`config.mk`:
```
export PLATFORM = sky130hd
export DESIGN_NAME = systolic_sequencer
export DESIGN_NICKNAME = d
export VERILOG_FILES = /design/src/rtl/systolic_sequencer.sv
export SDC_FILE = /design/constraint.sdc
export NUM_CORES = 1
export LEC_CHECK = 0
export BUFFER_PORTS_ARGS = -buffer_cell sky130_fd_sc_hd__buf_2
export CAP_MARGIN = 5
export CORE_AREA = 8 8 145 147
export CTS_CLUSTER_DIAMETER = 60
export DETAILED_ROUTE_END_ITERATION = 16
export DIE_AREA = 0 0 153 155
export PLACE_DENSITY = 0.82
export SETUP_SLACK_MARGIN = 0.02
export SYNTH_ARGS = -nofsm -noshare
export SYNTH_HDL_FRONTEND = slang
export SYNTH_SLANG_ARGS = --single-unit
```
`constraint.sdc`:
```
create_clock -name clk_i -period 3.4 [get_ports clk_i]
set_input_delay 0.51 -clock clk_i [delete_from_list [all_inputs] [get_ports clk_i]]
set_output_delay 0.51 -clock clk_i [all_outputs]
set_load 0.02 [all_outputs]
```
`src/rtl/systolic_sequencer.sv`:
```
// Job sequencer for an NxN output-stationary MAC grid: fetches K operand beats,
// skews them per lane onto the grid edges and frames the job with clear/enable/done.
module systolic_sequencer #(
   parameter int DATA_WIDTH = 32,
   parameter int N          = 3,
   parameter int K          = 3,
   parameter int ADDR_W     = ($clog2(K) > 1) ? $clog2(K) : 1
) (
   input  logic                  clk_i,
   input  logic                  rst_ni,
   input  logic                  start_i,
   output logic                  busy_o,
   output logic                  done_o,
   output logic                  op_rd_en_o,
   output logic [ADDR_W-1:0]     op_addr_o,
   input  logic [N*DATA_WIDTH-1:0] a_col_i,
   input  logic [N*DATA_WIDTH-1:0] b_row_i,
   output logic [N*DATA_WIDTH-1:0] a_feed_o,
   output logic [N*DATA_WIDTH-1:0] b_feed_o,
   output logic                  mac_clr_o,
   output logic                  mac_en_o
);

   localparam int DW    = DATA_WIDTH;
   localparam int DRN_W = ($clog2(2 * N) > 1) ? $clog2(2 * N) : 1;
   localparam logic [ADDR_W-1:0] LAST_BEAT  = ADDR_W'(K - 1);
   localparam logic [DRN_W-1:0]  LAST_DRAIN = DRN_W'(2 * N - 1);

   typedef enum logic [2:0] {
      S_IDLE,
      S_CLEAR,
      S_FEED,
      S_DRAIN,
      S_DONE
   } state_t;

   state_t              state_q, state_d;
   logic [ADDR_W-1:0]   beat_q, beat_d;
   logic [DRN_W-1:0]    drain_q, drain_d;

   logic                busy_q, busy_d;
   logic                done_q, done_d;
   logic                rd_en_q, rd_en_d;
   logic [ADDR_W-1:0]   addr_q, addr_d;
   logic                clr_q, clr_d;
   logic                en_q, en_d;
   logic                rd_vld_q;

   always_comb begin
      state_d = state_q;
      beat_d  = beat_q;
      drain_d = drain_q;
      case (state_q)
         S_IDLE: begin
            if (start_i) begin
               state_d = S_CLEAR;
            end
         end
         S_CLEAR: begin
            state_d = S_FEED;
            beat_d  = '0;
         end
         S_FEED: begin
            if (beat_q == LAST_BEAT) begin
               state_d = S_DRAIN;
               drain_d = '0;
            end else begin
               beat_d = beat_q + ADDR_W'(1);
            end
         end
         S_DRAIN: begin
            if (drain_q == LAST_DRAIN) begin
               state_d = S_DONE;
            end else begin
               drain_d = drain_q + DRN_W'(1);
            end
         end
         S_DONE: begin
            // A held start chains straight into the next job without an idle cycle.
            state_d = start_i ? S_CLEAR : S_IDLE;
         end
         default: begin
            state_d = S_IDLE;
         end
      endcase
   end

   // Outputs are decoded from the next state so they are registered yet phase-aligned.
   always_comb begin
      busy_d  = (state_d == S_CLEAR) || (state_d == S_FEED) || (state_d == S_DRAIN);
      done_d  = (state_d == S_DONE);
      rd_en_d = (state_d == S_FEED);
      addr_d  = (state_d == S_FEED) ? beat_d : '0;
      clr_d   = (state_d == S_CLEAR);
      en_d    = (state_d == S_FEED) || (state_d == S_DRAIN);
   end

   always_ff @(posedge clk_i or negedge rst_ni) begin
      if (!rst_ni) begin
         state_q  <= S_IDLE;
         beat_q   <= '0;
         drain_q  <= '0;
         busy_q   <= 1'b0;
         done_q   <= 1'b0;
         rd_en_q  <= 1'b0;
         addr_q   <= '0;
         clr_q    <= 1'b0;
         en_q     <= 1'b0;
         rd_vld_q <= 1'b0;
      end else begin
         state_q  <= state_d;
         beat_q   <= beat_d;
         drain_q  <= drain_d;
         busy_q   <= busy_d;
         done_q   <= done_d;
         rd_en_q  <= rd_en_d;
         addr_q   <= addr_d;
         clr_q    <= clr_d;
         en_q     <= en_d;
         rd_vld_q <= rd_en_q;
      end
   end

   assign busy_o     = busy_q;
   assign done_o     = done_q;
   assign op_rd_en_o = rd_en_q;
   assign op_addr_o  = addr_q;
   assign mac_clr_o  = clr_q;
   assign mac_en_o   = en_q;

   genvar gi;
   generate
      for (gi = 0; gi < N; gi++) begin : g_lane
         logic [DW-1:0] a_in;
         logic [DW-1:0] b_in;

         // Buffer data is only trusted the cycle after a read; otherwise inject zeros.
         assign a_in = rd_vld_q ? a_col_i[gi*DW +: DW] : '0;
         assign b_in = rd_vld_q ? b_row_i[gi*DW +: DW] : '0;

         if (gi == 0) begin : g_direct
            assign a_feed_o[gi*DW +: DW] = a_in;
            assign b_feed_o[gi*DW +: DW] = b_in;
         end else begin : g_skew
            logic [DW-1:0] a_sr_q [0:gi-1];
            logic [DW-1:0] b_sr_q [0:gi-1];

            always_ff @(posedge clk_i or negedge rst_ni) begin
               if (!rst_ni) begin
                  for (int m = 0; m < gi; m++) begin
                     a_sr_q[m] <= '0;
                     b_sr_q[m] <= '0;
                  end
               end else if (clr_q) begin
                  for (int m = 0; m < gi; m++) begin
                     a_sr_q[m] <= '0;
                     b_sr_q[m] <= '0;
                  end
               end else begin
                  a_sr_q[0] <= a_in;
                  b_sr_q[0] <= b_in;
                  for (int m = 1; m < gi; m++) begin
                     a_sr_q[m] <= a_sr_q[m-1];
                     b_sr_q[m] <= b_sr_q[m-1];
                  end
               end
            end

            assign a_feed_o[gi*DW +: DW] = a_sr_q[gi-1];
            assign b_feed_o[gi*DW +: DW] = b_sr_q[gi-1];
         end
      end
   endgenerate

endmodule

```
==> impl_metrics.json, run 1 <==
{
  "outcome": "complete, no violations",
  "drv_slew": 0,
  "cts_sinks": 208,
  "area_growth_pct": 31.58,
  "synth_fp_nets": 807,
  "crit_fanout": 65,
  "dieArea_um2": 23720,
  "syn_avg_cell_area_um2": 12.81,
  "rsz0062_at_grt": "false",
  "cp_num_buf_inv": 2,
  "postCtsSetupBuffers": 0,
  "end_kind": "primary output",
  "fin_setup_tns_ns": 0,
  "drt-initial-drc-count": 275,
  "clock_skew_ns": 0.007790,
  "synthTopCellsByArea": "dfrtp_1 67%, and2_1 15%, buf_4 6.5%",
  "clk_latency_ns": 0.51,
  "layout_min_cycle_time_ns": 2.250,
  "yosys.area_share.simple_pct": 22.81,
  "final_area_um2": 10250,
  "multi_input_area_um2": 1938,
  "fmax_mhz": 444.5,
  "yosys_warnings": 0,
  "synth.distinct_cells": 33,
  "slew_headroom_pct": 51.75,
  "syn_area_um2": 7790,
  "vdd.ir_drop.worst_v": 0.0004830,
  "pwr_density_cell_nw_per_um2": 861.6,
  "path_class": "reg -> out",
  "synth_top_family_by_area": "simple AND/OR/NAND/NOR gates",
  "tritoncts": "done",
  "cts_htree_levels": 1,
  "timing.final.crit_share_pct": 66.16,
  "overflow": 0,
  "core_um2": 18950,
  "synth_area_leader_cell": "dfrtp_1",
  "grt_pass1_wl_um": 31870,
  "final_layout_size_suffix_gt1_share_pct": 46.91,
  "postPlaceCellArea_um2": 9482,
  "cts-buffers-inserted": 23,
  "slowest_delay_ns": 0.55,
  "crit_chain": "buf_4, buf_2",
  "cap_violations": 0,
  "nNetsFinal": 1137,
  "n_fill_cell": 1623,
  "setup_viol": 0,
  "tightest_slew_ns": 0.7223,
  "yosysSeqAreaShare_pct": 66.82,
  "gp_congestion": 0.8693,
  "drc_errors": 0,
  "hold_ws_ns": 0.03661,
  "regArea_um2": 5206,
  "layout_commonest_cell": "buf_2",
  "synthCells": 608,
  "die_h_um": 155,
  "yosysTopAreaCellShare_pct": 66.82,
  "cp.arrival_ns": 1.74,
  "dr_total_vias": 5149,
  "ctsHoldBuffers": 0,
  "power.leakage_uw": 0.005805,
  "viasPerCell": 4.305,
  "critPathTopFamily": "buffers and inverters",
  "grt_use_total_pct": 17.15,
  "path_clk_slew_ns": 0.06,
  "totalPowerFinal_uw": 8831,
  "synth_xor_area_share_pct": 0,
  "port_buffers": 393,
  "grt_pass1_vias": 5500,
  "wl_per_cell_um": 17.49,
  "totalWireLength_um": 20920,
  "ios": 394,
  "cp-start-kind": "register",
  "grt_antenna_before_repair": 7,
  "crit_required_ns": 2.89,
  "synthMuxAreaShare_pct": 0.1285,
  "grt_max_degree": 85,
  "cts-resized-gates": 0,
  "clock_path_buffers": 3,
  "synth_compound_area_share_pct": 1.237,
  "rows": 51,
  "drt_pre_antenna_iters": 4,
  "start_util_pct": 41.10,
  "ys_ff_latch": 208,
  "cpMaxStageDelayCell": "buf_4",
  "min_path_type": "in -> async",
  "root_buffer": "clkbuf_16",
  "hold_viol_final": 0,
  "final_cell_mix": "392 x buf_2, 207 x dfrtp_1, 192 x and2_1",
  "drtAntennaViolNets": 0,
  "dp.final_hpwl_um": 16110,
  "fp.dieW_um": 153,
  "yosys.area_share.adder_pct": 0.6425
}
report_power, final:
group	leakage, µW	internal [µW]	switching [µW]	total [µW]
logic	0.00271	1080	1870	2950
clock network	0.000369	1450	1010	2450
registers	0.00273	3180	244	3430
total	0.00581	5710	3120	8830
worst paths after layout:
check | cells past startpoint | startpoint | slack (ns) | to
setup / recovery | 2 | mac_clr_o$_DFF_PN0_ | 1.15 | mac_clr_o
hold / removal | 1 | rst_ni | 0.04 | g_lane[1].g_skew.a_sr_q[5]$_DFF_PN0_
setup reg to reg | 3 | mac_clr_o$_DFF_PN0_ | 1.41 | g_lane[1].g_skew.b_sr_q[23]$_DFF_PN0_
hold reg to reg | 0 | op_rd_en_o$_DFF_PN0_ | 0.44 | rd_vld_q$_DFF_PN0_
max in group asynchronous | 2 | rst_ni | 2.39 | b_feed_o[77]$_DFF_PN0_
min in group clk_i | 2 | b_row_i[34] | 0.20 | g_lane[1].g_skew.b_sr_q[2]$_DFF_PN0_
final cells by class:
class | count | area share (%)
sequential | 208 | 50.79
tap | 238 | 2.905
multi-input combinational | 302 | 18.91
clock inverter | 14 | 1.526
antenna | 3 | 0.07324
clock buffer | 28 | 5.896
timing repair buffer | 400 | 19.79
inverter | 3 | 0.1099
state kept, by name (all words and copies together), names as in the netlist:
| signal | cells |
|---|---|
| mac_clr_o | 1 |
| op_rd_en_o | 1 |
| g_lane.g_skew.a_sr_q | 64 |
| b_feed_o | 32 |
| g_lane.g_skew.b_sr_q | 64 |
| op_addr_o | 2 |
| state_q | 3 |
| busy_o | 1 |
| rd_vld_q | 1 |
| beat_q | 2 |
| drain_q | 3 |
| a_feed_o | 32 |
| mac_en_o | 1 |
| done_o | 1 |
Yosys cell counts:
master and count:
a21o_1 1, nor3_1 2, a21oi_1 1, mux2i_1 1, clkbuf_2 12, and2_2 2
dfrtp_1 208, buf_4 67, or2b_1 1, a311oi_2 1, nand4b_1 2, inv_1 3
nor2_2 1, or2_1 1, buf_2 8, nand3b_1 1, and3_4 1, nor2b_2 2
and2_4 1, and3_1 2, o21ai_0 4, a2bb2oi_1 2, a21oi_2 1, nand4_1 2
ha_1 4, nor2_1 3, clkbuf_1 7, nand3_1 2, and2_1 192, buf_6 1
nand2_1 4, a211oi_1 3, nor2b_1 65
routing by layer:
metal | track usage (%) | vias to the layer above | share of wire [%]
met5 | 0 | - | 0.31
met4 | 5.231 | 10 | 2.2
met3 | 7.822 | 42 | 11
met2 | 27.98 | 222 | 49
met1 | 20.01 | 2416 | 38
li1 | - | 2459 | -
per-stage QoR:
step	utilization [%]	instances	worst slack, ns
6_report	54.08	1196	1.151
5_1_grt	54.07	1195	1.015
4_1_cts	54.04	1193	1.103
3_5_place_dp	50.03	1151	1.386
3_3_place_gp	50.03	1151	1.475
2_1_floorplan	-	608	1.978
logic make-up after synthesis:
kind of cell | after synthesis
simple gates | 284
compound gates | 13
mux | 1
buf+inv | 98
fa+ha+maj | 4
flops | 208
(Power assumes the default switching activity.)
==> run 2: changes to the inputs <==
==> constraint.sdc (replaced) <==
create_clock -name clk_i -period 2.35 [get_ports clk_i]
set_input_delay 0.3525 -clock clk_i [delete_from_list [all_inputs] [get_ports clk_i]]
set_output_delay 0.3525 -clock clk_i [all_outputs]
set_load 0.02 [all_outputs]
==> run 2 against run 1 <==
Routed wire length about the same. Utilization down 0.12 points. Clock-buffer cell count unchanged. Critical path type unchanged. Highest routed layer unchanged.
==> impl_metrics.json, run 2 (synthesized netlist as in run 1, its figures left out) <==
{
  "clock_path_buffers": 3,
  "pwr_density_cell_nw_per_um2": 1223,
  "cts_htree_levels": 1,
  "area_growth_pct": 31.29,
  "vdd.ir_drop.worst_v": 0.0007740,
  "reg2reg_from": "state_q[1]$_DFF_PN0_",
  "totalPowerFinal_uw": 12510,
  "gp_congestion": 0.8919,
  "fmax_mhz": 514.5,
  "rows": 51,
  "clkPwrFrac_pct": 26.0,
  "postPlaceCellArea_um2": 9522,
  "utilization_pct": 53.96,
  "dieArea_um2": 23720,
  "instances_no_fill": 1192,
  "start_util_pct": 41.10,
  "grt_pass1_wl_um": 32020,
  "hold_viol_final": 0,
  "grt_pass1_vias": 5549,
  "p_switching_uw": 4397,
  "n_fill_cell": 1591,
  "place_inst": 1153,
  "drt-initial-drc-count": 257,
  "nNetsFinal": 1139,
  "p_seq_share_pct": 39.7,
  "dr_total_vias": 5187,
  "clk_latency_ns": 0.50,
  "drc_errors": 0,
  "drtAntennaViolNets": 0,
  "cts-buffers-inserted": 22,
  "min_path_type": "in -> reg",
  "cp-start-kind": "register",
  "cp.arrival_ns": 1.59,
  "cts_sinks": 208,
  "layout_min_cycle_time_ns": 1.944,
  "crit_fanout": 64,
  "drv_slew": 0,
  "layout_commonest_cell": "buf_2",
  "timing.final.crit_share_pct": 82.71,
  "cp_num_buf_inv": 2,
  "slowest_delay_ns": 0.37,
  "fin_setup_tns_ns": 0,
  "crit_required_ns": 2.00,
  "setup_viol": 0,
  "slew_headroom_pct": 55.27,
  "ios": 394,
  "crit_start": "rd_vld_q$_DFF_PN0_",
  "p_int_uw": 8115,
  "root_buffer": "clkbuf_16",
  "switching_share_pct": 35.14,
  "outcome": "complete, no violations",
  "clock_skew_ns": 0.01760,
  "power.leakage_uw": 0.005795,
  "overflow": 0,
  "rsz0062_at_grt": "false",
  "end_kind": "primary output",
  "path_class": "reg -> out",
  "grt_antenna_before_repair": 7,
  "totalWireLength_um": 20900,
  "port_buffers": 393,
  "critPathTopFamily": "buffers and inverters",
  "tritoncts": "done",
  "grt_use_total_pct": 17.12,
  "viasPerCell": 4.352,
  "dp.final_hpwl_um": 15940,
  "fp.dieW_um": 153,
  "crit_chain": "buf_4, and2_1, buf_2",
  "hold_start": "a_col_i[37]",
  "grt_max_degree": 79,
  "tightest_slew_ns": 0.6710,
  "core_um2": 18950,
  "multi_input_area_um2": 1938,
  "final_layout_size_suffix_gt1_share_pct": 46.74,
  "drt_pre_antenna_iters": 4,
  "die_h_um": 155,
  "final_area_um2": 10230,
  "wl_per_cell_um": 17.53,
  "reg_top3": "g_lane.g_skew.a_sr_q x64, g_lane.g_skew.b_sr_q x64",
  "path_clk_slew_ns": 0.06,
  "power_frac_comb_pct": 34.3,
  "final_cell_mix": "392 x buf_2, 207 x dfrtp_1, 192 x and2_1",
  "regArea_um2": 5206,
  "cpMaxStageDelayCell": "buf_4",
  "cap_violations": 0
}
## run 2: changes by cell type in the layout (fill, tap and decap cells not counted), moves of 2 or more
| cell | before | now |
|---|---|---|
| inv_6 | 2 | 0 |
| clkinv_2 | 5 | 3 |
| buf_12 | 0 | 2 |
| clkbuf_8 | 2 | 4 |
## run 2: worst paths after layout
check,slack [ns],cells past startpoint,end
min,0.06,2,g_lane[1].g_skew.a_sr_q[5]$_DFF_PN0_
max in group asynchronous,1.22,3,g_lane[2].g_skew.a_sr_q[57]$_DFF_PN0_
max,0.41,3,b_feed_o[3]
max reg2reg,0.91,3,drain_q[2]$_DFFE_PN0P_
min in group asynchronous,0.39,2,a_feed_o[64]$_DFF_PN0_
min reg2reg,0.44,0,rd_vld_q$_DFF_PN0_
## run 2: per-layer routing
metal | track usage [%] | routed length (µm) | up-vias | part of all wire (%)
met5 | 0 | 55 | - | 0.26
met4 | 6.032 | 576 | 10 | 2.8
met3 | 7.046 | 1988 | 45 | 9.5
met2 | 28.07 | 10230 | 213 | 49
met1 | 20.06 | 8046 | 2462 | 39
li1 | - | - | 2457 | -
## run 2: power groups by stage
stage | clock network, µW | logic, µW | registers, µW
CTS | 3360 | 4370 | 4980
global placement | 0 | 4240 | 4980
finish | 3250 | 4300 | 4960
detailed placement | 0 | 4340 | 5020
global route | 3490 | 4690 | 5070
floorplan | 0 | 2870 | 5360
## run 2: area by class of cell
type,count,share of cell area [%]
multi-input cells,302,18.95
clock inverters,8,0.8564
clock buffers,28,5.897
well taps,238,2.912
repair buffers,403,20.32
diodes,2,0.04894
inverters,3,0.1101
flip-flops and latches,208,50.91
## run 2: metrics by stage
step	hold slack (ns)	worst slack [ns]
floorplan	0.05691	1.086
finish	0.05666	0.4063
global route	0.03641	0.2914
CTS	0.02836	0.3954
detailed placement	0.3620	0.9291
global placement	0.3592	0.9577
## run 2: timing repair
item / CTS / global route
setup buffers: 0 / 0
endpoints found under the hold margin: 54 / 0
resized for setup: 0 / 0
hold buffers: 1 / 0
